$ cat config.mk
export PLATFORM = sky130hd
export DESIGN_NAME = piso_tx
export DESIGN_NICKNAME = d
export VERILOG_FILES = /design/src/rtl/piso_tx.sv
export SDC_FILE = /design/constraint.sdc
export NUM_CORES = 1
export LEC_CHECK = 0
export BUFFER_PORTS_ARGS = -buffer_cell sky130_fd_sc_hd__buf_4
export CORE_AREA = 5 5 52 54
export CTS_CLUSTER_DIAMETER = 80
export DETAILED_ROUTE_END_ITERATION = 16
export DIE_AREA = 0 0 57 59
export GPL_TIMING_DRIVEN = 0
export PLACE_DENSITY_LB_ADDON = 0.08
export SLEW_MARGIN = 20
export SYNTH_ARGS = -nofsm -noshare
export SYNTH_HDL_FRONTEND = slang
export SYNTH_SLANG_ARGS = --single-unit
export TNS_END_PERCENT = 1
$ cat constraint.sdc
create_clock -name i_CLK -period 2.53 [get_ports i_CLK]
set_clock_uncertainty 0.1 [all_clocks]
set_input_delay 0.253 -clock i_CLK [delete_from_list [all_inputs] [get_ports i_CLK]]
set_output_delay 0.253 -clock i_CLK [all_outputs]
set_load 0.005 [all_outputs]
$ cat src/rtl/piso_tx.sv
// Parallel-in, serial-out transmitter: takes a word over valid/ready and shifts it
// out MSB first, holding each bit for DIV cycles with a sample strobe on its last cycle.
module piso_tx #(
    parameter int WIDTH = 8,
    parameter int DIV   = 4
) (
    input  logic             i_CLK,
    input  logic             i_RST,
    input  logic [WIDTH-1:0] i_DATA,
    input  logic             i_VALID,
    output logic             o_READY,
    output logic             o_SDO,
    output logic             o_SFT,
    output logic             o_BUSY,
    output logic             o_DONE
);

    localparam int BW = $clog2(WIDTH + 1);
    localparam int DW = (DIV > 1) ? $clog2(DIV) : 1;
    localparam logic [DW-1:0] DIV_LAST = DW'(DIV - 1);
    localparam logic [BW-1:0] BIT_LAST = BW'(WIDTH - 1);

    typedef enum logic [1:0] {
        IDLE,
        SHIFT,
        DONE
    } state_t;

    state_t           state;
    logic [WIDTH-1:0] sreg;
    logic [BW-1:0]    bit_cnt;
    logic [DW-1:0]    div_cnt;

    // NOTE: every output is computed one cycle ahead and registered, so o_SFT is
    // raised on the edge that moves the divider onto its last count, not on the edge after.
    always_ff @(posedge i_CLK or posedge i_RST) begin
        if (i_RST) begin
            state   <= IDLE;
            sreg    <= '0;
            bit_cnt <= '0;
            div_cnt <= '0;
            o_READY <= 1'b0;
            o_SDO   <= 1'b0;
            o_SFT   <= 1'b0;
            o_BUSY  <= 1'b0;
            o_DONE  <= 1'b0;
        end else begin
            o_SFT  <= 1'b0;
            o_DONE <= 1'b0;
            case (state)
                IDLE: begin
                    o_READY <= 1'b1;
                    o_BUSY  <= 1'b0;
                    o_SDO   <= 1'b0;
                    if (i_VALID && o_READY) begin
                        sreg    <= i_DATA;
                        bit_cnt <= '0;
                        div_cnt <= '0;
                        state   <= SHIFT;
                        o_READY <= 1'b0;
                        o_BUSY  <= 1'b1;
                        o_SDO   <= i_DATA[WIDTH-1];
                        o_SFT   <= (DIV_LAST == '0);
                    end
                end
                SHIFT: begin
                    if (div_cnt == DIV_LAST) begin
                        sreg    <= {sreg[WIDTH-2:0], 1'b0};
                        bit_cnt <= bit_cnt + 1'b1;
                        div_cnt <= '0;
                        if (bit_cnt == BIT_LAST) begin
                            state  <= DONE;
                            o_DONE <= 1'b1;
                            o_BUSY <= 1'b0;
                            o_SDO  <= 1'b0;
                        end else begin
                            // Next bit is the one just below the current MSB.
                            o_SDO <= sreg[WIDTH-2];
                            o_SFT <= (DIV_LAST == '0);
                        end
                    end else begin
                        div_cnt <= div_cnt + 1'b1;
                        o_SFT   <= ((div_cnt + 1'b1) == DIV_LAST);
                    end
                end
                DONE: begin
                    state   <= IDLE;
                    o_READY <= 1'b1;
                end
                default: state <= IDLE;
            endcase
        end
    end

endmodule

==> results of run 1 <==
-- routing by layer --
metal	global-route usage	vias up	part of all wire
li1	-	337	-
met1	0.155	340	0.44
met2	0.206	18	0.47
met3	0.0240	5	0.058
met4	0.0596	0	0.024
met5	0	-	0
-- cell families after synthesis --
kind of cell | share of synthesized area
multiplexers | 0.158
flip-flops | 0.493
AO/OA/AOI/OAI | 0.0715
AND/OR/NAND/NOR | 0.179
buffers and inverters | 0.0616
adder cells (fa/ha/maj) | 0.0370
-- metrics by stage --
| step | area [um2] | hold WS [ns] | setup WS (ns) | utilization |
|---|---|---|---|---|
| 2_1_floorplan | 1010 | 0.117 | 1.00 | - |
| 3_3_place_gp | 1160 | 0.334 | 0.875 | 0.536 |
| 3_5_place_dp | 1160 | 0.343 | 0.863 | 0.536 |
| 4_1_cts | 1180 | 0.00473 | 0.845 | 0.546 |
| 5_1_grt | 1180 | 0.0366 | 0.751 | 0.546 |
| 6_report | 1180 | -0.0261 | 0.857 | 0.546 |
-- power groups by stage --
stage / clock network (mW) / logic [mW] / registers [mW]
2_1_floorplan: 0 / 0.400 / 0.527
3_3_place_gp: 0 / 0.513 / 0.537
3_5_place_dp: 0 / 0.521 / 0.542
4_1_cts: 0.157 / 0.524 / 0.537
5_1_grt: 0.167 / 0.578 / 0.559
6_report: 0.153 / 0.514 / 0.536
-- layout by cell type, fill, tap and decap left out, drive strengths merged, types with 2 or more instances in the layout --
cell,synthesis,routed
buf,4,19
nand2,7,7
a21oi,6,6
ha,3,3
clkbuf,1,4
dfrtp,20,20
mux2,10,10
nand3b,2,2
nand3,8,8
nand2b,2,2
o21ai,4,4
nand4b,2,2
inv,5,5
nor2,2,2
-- worst paths after layout --
path	endpoint	slack, ns	cells past startpoint
min in group i_CLK	sreg[0]	0.03	3
max reg2reg	sreg[2]	0.86	5
max in group asynchronous	sreg[1]	1.87	2
max	sreg[2]	0.86	5
min	sreg[5]	-0.03	2
min reg2reg	sreg[0]	0.42	2
-- sequential cells by signal (all words and copies together) (netlist names) --
name     flops
div_cnt      2
o_BUSY       1
sreg         7
bit_cnt      4
o_SFT        1
o_READY      1
state        2
o_DONE       1
o_SDO        1
-- area by class of cell --
type	count	area (um2)	area share
multi-input cells	56	452	0.381
inverters	5	18.8	0.0158
plain buffers	5	43.8	0.0370
repair buffers	15	113	0.0950
flip-flops and latches	20	500	0.422
clock buffers	3	22.5	0.0190
well taps	28	35.0	0.0296
==> flow_metrics.tcl, run 1 <==
set metrics [dict create \
    wl_per_cell_um 13.5 \
    maxCapViolCount 0 \
    ys_ff_latch 20 \
    fin_setup_tns_ns 0 \
    maxSlewHeadroom 0.491 \
    num_rows 17 \
    netlist_area_um2 1010 \
    worstPathRequired_ns 2.62 \
    synthTopCellsByArea "dfrtp_1 49%, mux2_4 15%, nand3_1 3.9%" \
    worstPathArrival_ns 1.77 \
    final_nets 120 \
    clk_pin_slew_ns 0.11 \
    dr.pass1.iters 4 \
    clockBufferDepth 2 \
    synth_cell_type_count 27 \
    setup_viol 0 \
    hold_violations 20 \
    worstMarginPinSlew_ns 0.763 \
    die_y_um 59 \
    antenna_found_initial 0 \
    fill_cells 206 \
    grt_pass1_vias 745 \
    root_buffer "clkbuf_4" \
    cts_sinks 20 \
    worstPathCellList "ha_1 -> clkbuf_2 -> nand3b_2 -> nand2_2 -> mux2_4" \
    postCtsHoldBufs 0 \
    drt-total-wl_um 1790 \
    grt_usage 0.124 \
    post-cts-setup-buffers 0 \
    intPower_mw 0.818 \
    violations "negative hold slack" \
    dp.cells 129 \
    pin_count 16 \
    drtAntennaViolNets 0 \
    drc 0 \
    initial_core_util 0.468 \
    path_buf_inv 1 \
    fin_cells 132 \
    hp-class "primary input to async pin" \
    critPathMaxStageDelay_ns 0.42 \
    antenna_cells 0 \
    synthArstFlopShare 1.00 \
    fin_hold_ws_ns -0.0261 \
    grt_pass1_wl_um 3200 \
    p_seq_frac 0.445 \
    critPathKind "flop to flop" \
    status "finished with violations" \
    ys_top_cells_by_count "20 x dfrtp_1, 10 x mux2_4, 8 x nand3_1, 6 x a21oi_1, 6 x nand2_1" \
    clkPwrFrac 0.127 \
    insertion_delay_ns 0.30 \
    power_per_cell_area_nw_per_um2 1020 \
    rr_startpoint "div_cnt[0]" \
    cts_tree "yes" \
    vias 700 \
    drive_gt1_frac 0.356 \
    timing.fmax_mhz 598 \
    yosysTopAreaCell "dfrtp_1" \
    cts_buffers 3 \
    port_buffers 15 \
    core_area_um2 2170 \
    crit_slowest_cell "dfrtp_1" \
    area_growth_pct 16.8 \
    power.leakage_nw 0.596 \
    synth_fp_nets 100 \
    finalWeightedCongestion 0.717 \
    yosys_most_used_dff "dfrtp_1" \
    synth_top_area_share 0.493 \
    total_power_mw 1.20 \
    synth.most_common_cell "dfrtp_1" \
    post_synth.cell_area_avg_um2 11.8 \
    yosysSeqAreaShare 0.493 \
    switchingPower_mw 0.384 \
    htree_levels 1 \
    drt_iter0_markers 12 \
    cp-start-kind "flop" \
    syn_inst 86 \
    crit_path_max_fanout 8 \
    grt_max_degree 21 \
    die_width_um 57 \
    synth_edf_count 0 \
    die-area_um2 3360 \
    p_sw_frac 0.320 \
    cts_resized 0 \
    drv_slew 0 \
    rsz0062_at_grt "no" \
    yosysWarnings 0 \
    hpwl_um 1280 \
    peakVddDrop_mv 0.491 \
    critPathLaunch "div_cnt[0]" \
    finalCritPeriodShare 0.661 \
    pwr-share-comb 0.428 \
    critPathTopFamily "flip-flops" \
    gr-total-overflow 0 \
    fin_crit_ns 1.67 \
    drt-vias-per-instance 5.30 \
    cp-end-kind "flop" \
]
Note: power is estimated with default switching activity, not from simulation.
==> run 2: changes to the inputs <==
- ABC_AREA: default -> 1
- clock period: 2.53 -> 1.48 ns (I/O delays scaled with it)
==> flow_metrics.tcl, run 2 <==
set metrics [dict create \
    netlist_area_um2 1000 \
    hpwl_um 1330 \
    drv_slew 0 \
    synth_top_area_share 0.499 \
    grt_pass1_vias 847 \
    num_rows 17 \
    fin_setup_tns_ns 0 \
    synth-xor-area-share 0.00873 \
    gr-usage-met2 0.214 \
    antenna_cells 0 \
    met3_usage 0.0218 \
    synth_edf_count 0 \
    top_register "sreg" \
    crit_path_max_fanout 10 \
    clockBufferDepth 2 \
    antenna_found_initial 0 \
    crit_slowest_cell "dfrtp_1" \
    cts_tree "yes" \
    port_buffers 15 \
    synth.most_common_cell "nand2_1" \
    use_met1 0.173 \
    final_cell_mix "28 x nand2_1, 20 x dfrtp_1, 16 x buf_4" \
    grt_max_degree 21 \
    gr-total-overflow 0 \
    root_buffer "clkbuf_4" \
    yosys_most_used_dff "dfrtp_1" \
    synth_cell_type_count 18 \
    drt-vias-per-instance 4.80 \
    clk_pin_slew_ns 0.11 \
    synth_mux_area_frac 0 \
    final_common_cell "nand2_1" \
    final_core_util 0.560 \
    power.leakage_nw 0.635 \
    critPathKind "flop to flop" \
    reg.largest.list "sreg x7, bit_cnt x4" \
    dr.pass1.iters 4 \
    pin_count 16 \
    cp-start-kind "flop" \
    drtAntennaViolNets 0 \
    insertion_delay_ns 0.29 \
    intPower_mw 1.27 \
    htree_levels 1 \
    fin_crit_ns 1.39 \
    worstPathRequired_ns 1.57 \
    finalCritPeriodShare 0.937 \
    drt_iter0_markers 5 \
    wl_per_cell_um 10.9 \
    grt_pass1_wl_um 3520 \
    synthTopCellsByArea "dfrtp_1 50%, nand2_1 10%, o21ai_2 6.1%" \
    cts_sinks 20 \
    worstPathArrival_ns 1.48 \
    die_width_um 57 \
    yosys.area_share.simple 0.236 \
    critPathMaxStageDelay_ns 0.42 \
    initial_core_util 0.463 \
    status "finished clean" \
    vias 792 \
    cts_buffers 3 \
    power_per_cell_area_nw_per_um2 1640 \
    yosysTopAreaCell "dfrtp_1" \
    p_sw_frac 0.362 \
    die-area_um2 3360 \
    grt_usage 0.132 \
    timing.fmax_mhz 721 \
    hold_violations 0 \
    area_growth_pct 21.1 \
    synth_compound_area_frac 0.121 \
    synth_top_family_by_area "simple AND/OR/NAND/NOR gates" \
    largest_reg_flops 7 \
    grt.busiest_layer "met2" \
    cp-end-kind "flop" \
    core_area_um2 2170 \
    setup_viol 0 \
    drive_gt1_frac 0.299 \
    die_y_um 59 \
    maxCapViolCount 0 \
    worstMarginPinSlew_ns 0.744 \
    drt-total-wl_um 1790 \
    switchingPower_mw 0.720 \
    reg2reg_depth 6 \
    whs_path_depth 5 \
    peakVddDrop_mv 0.759 \
    syn_inst 115 \
    final_nets 152 \
    synthArstFlopShare 1.00 \
    post_synth.cell_area_avg_um2 8.73 \
    p_seq_frac 0.432 \
    hp-class "primary input to flop" \
    synthAdderAreaFrac 0.0374 \
    finalWeightedCongestion 0.875 \
    maxSlewHeadroom 0.504 \
    ys_ff_latch 20 \
    yosysWarnings 0 \
    yosysSeqAreaShare 0.499 \
    fill_cells 209 \
    pwr-share-comb 0.415 \
    clkPwrFrac 0.153 \
    worstPathCellList "ha_1 -> nand3_2 -> nand2_4 -> buf_12 -> nand2_2 -> o21ai_2" \
    drc 0 \
    ys_top_cells_by_count "28 x nand2_1, 20 x dfrtp_1, 14 x inv_1, 8 x nand3_1" \
    synth_fp_nets 129 \
]
[run 2: final cells by class]
type | instances | area [um2] | area share
plain buffers | 2 | 31.3 | 0.0257
well taps | 28 | 35.0 | 0.0288
clock buffers | 4 | 36.3 | 0.0299
inverters | 18 | 67.6 | 0.0556
repair buffers | 18 | 140 | 0.115
flip-flops and latches | 20 | 500 | 0.412
multi-input cells | 75 | 404 | 0.333
[run 2: per-layer routing]
metal	vias up	share of wire	routed length [um]
li1	408	-	-
met1	369	0.49	875
met2	13	0.46	825
met3	2	0.044	79
met4	0	0.0056	10
met5	-	0	0
[run 2: what timing repair did]
action                                  4_1_cts  5_1_grt
hold buffers                                  2        0
resized for setup                             0        0
buffers inserted                              0        1
endpoints found under the hold margin        21        0
endpoints found under the setup margin        0        3
[run 2: kinds of logic (layout without fill, tap and decap cells)]
logic type,Yosys count,after routing
flops,20,20
xor+xnor,1,1
buf+inv,20,42
simple gates,52,52
fa+ha+maj,3,3
compound gates,19,19
[run 2: worst paths after layout]
check / startpoint / endpoint / slack, ns
setup / recovery: div_cnt[0] / sreg[2] / 0.09
hold / removal: i_DATA[6] / sreg[6] / 0.05
setup reg to reg: div_cnt[0] / sreg[2] / 0.09
hold reg to reg: o_SDO / o_SDO / 0.40
max in group asynchronous: i_RST / sreg[6] / 0.38
min in group asynchronous: i_RST / sreg[1] / 0.43
[run 2: critical path: cells and delay by family (launching register included)]
kind            cells  cell delay [ns]
fa+ha+maj           1             0.25
compound gates      1             0.04
buf+inv             1             0.16
simple gates        3             0.30
flops               1             0.42
[run 2: per-stage QoR]
step                      setup slack (ns)  instance area, um2  instances  hold WS (ns)  total power, mW
after floorplan                      0.196                1000        115        0.0118             1.45
after global routing              -0.00368                1210        165        0.0750             2.18
after detailed placement             0.104                1150        158         0.242             1.69
after global placement               0.107                1150        158         0.233             1.65
final                               0.0938                1210        165        0.0529             1.99
after CTS                           0.0838                1210        164        0.0406             2.01
[run 2: power by group through the flow]
| stage | clock network, mW | logic [mW] | registers [mW] |
|---|---|---|---|
| 2_1_floorplan | 0 | 0.599 | 0.851 |
| 6_report | 0.304 | 0.824 | 0.860 |
| 3_3_place_gp | 0 | 0.792 | 0.862 |
| 3_5_place_dp | 0 | 0.813 | 0.874 |
| 5_1_grt | 0.348 | 0.945 | 0.888 |
| 4_1_cts | 0.324 | 0.822 | 0.861 |
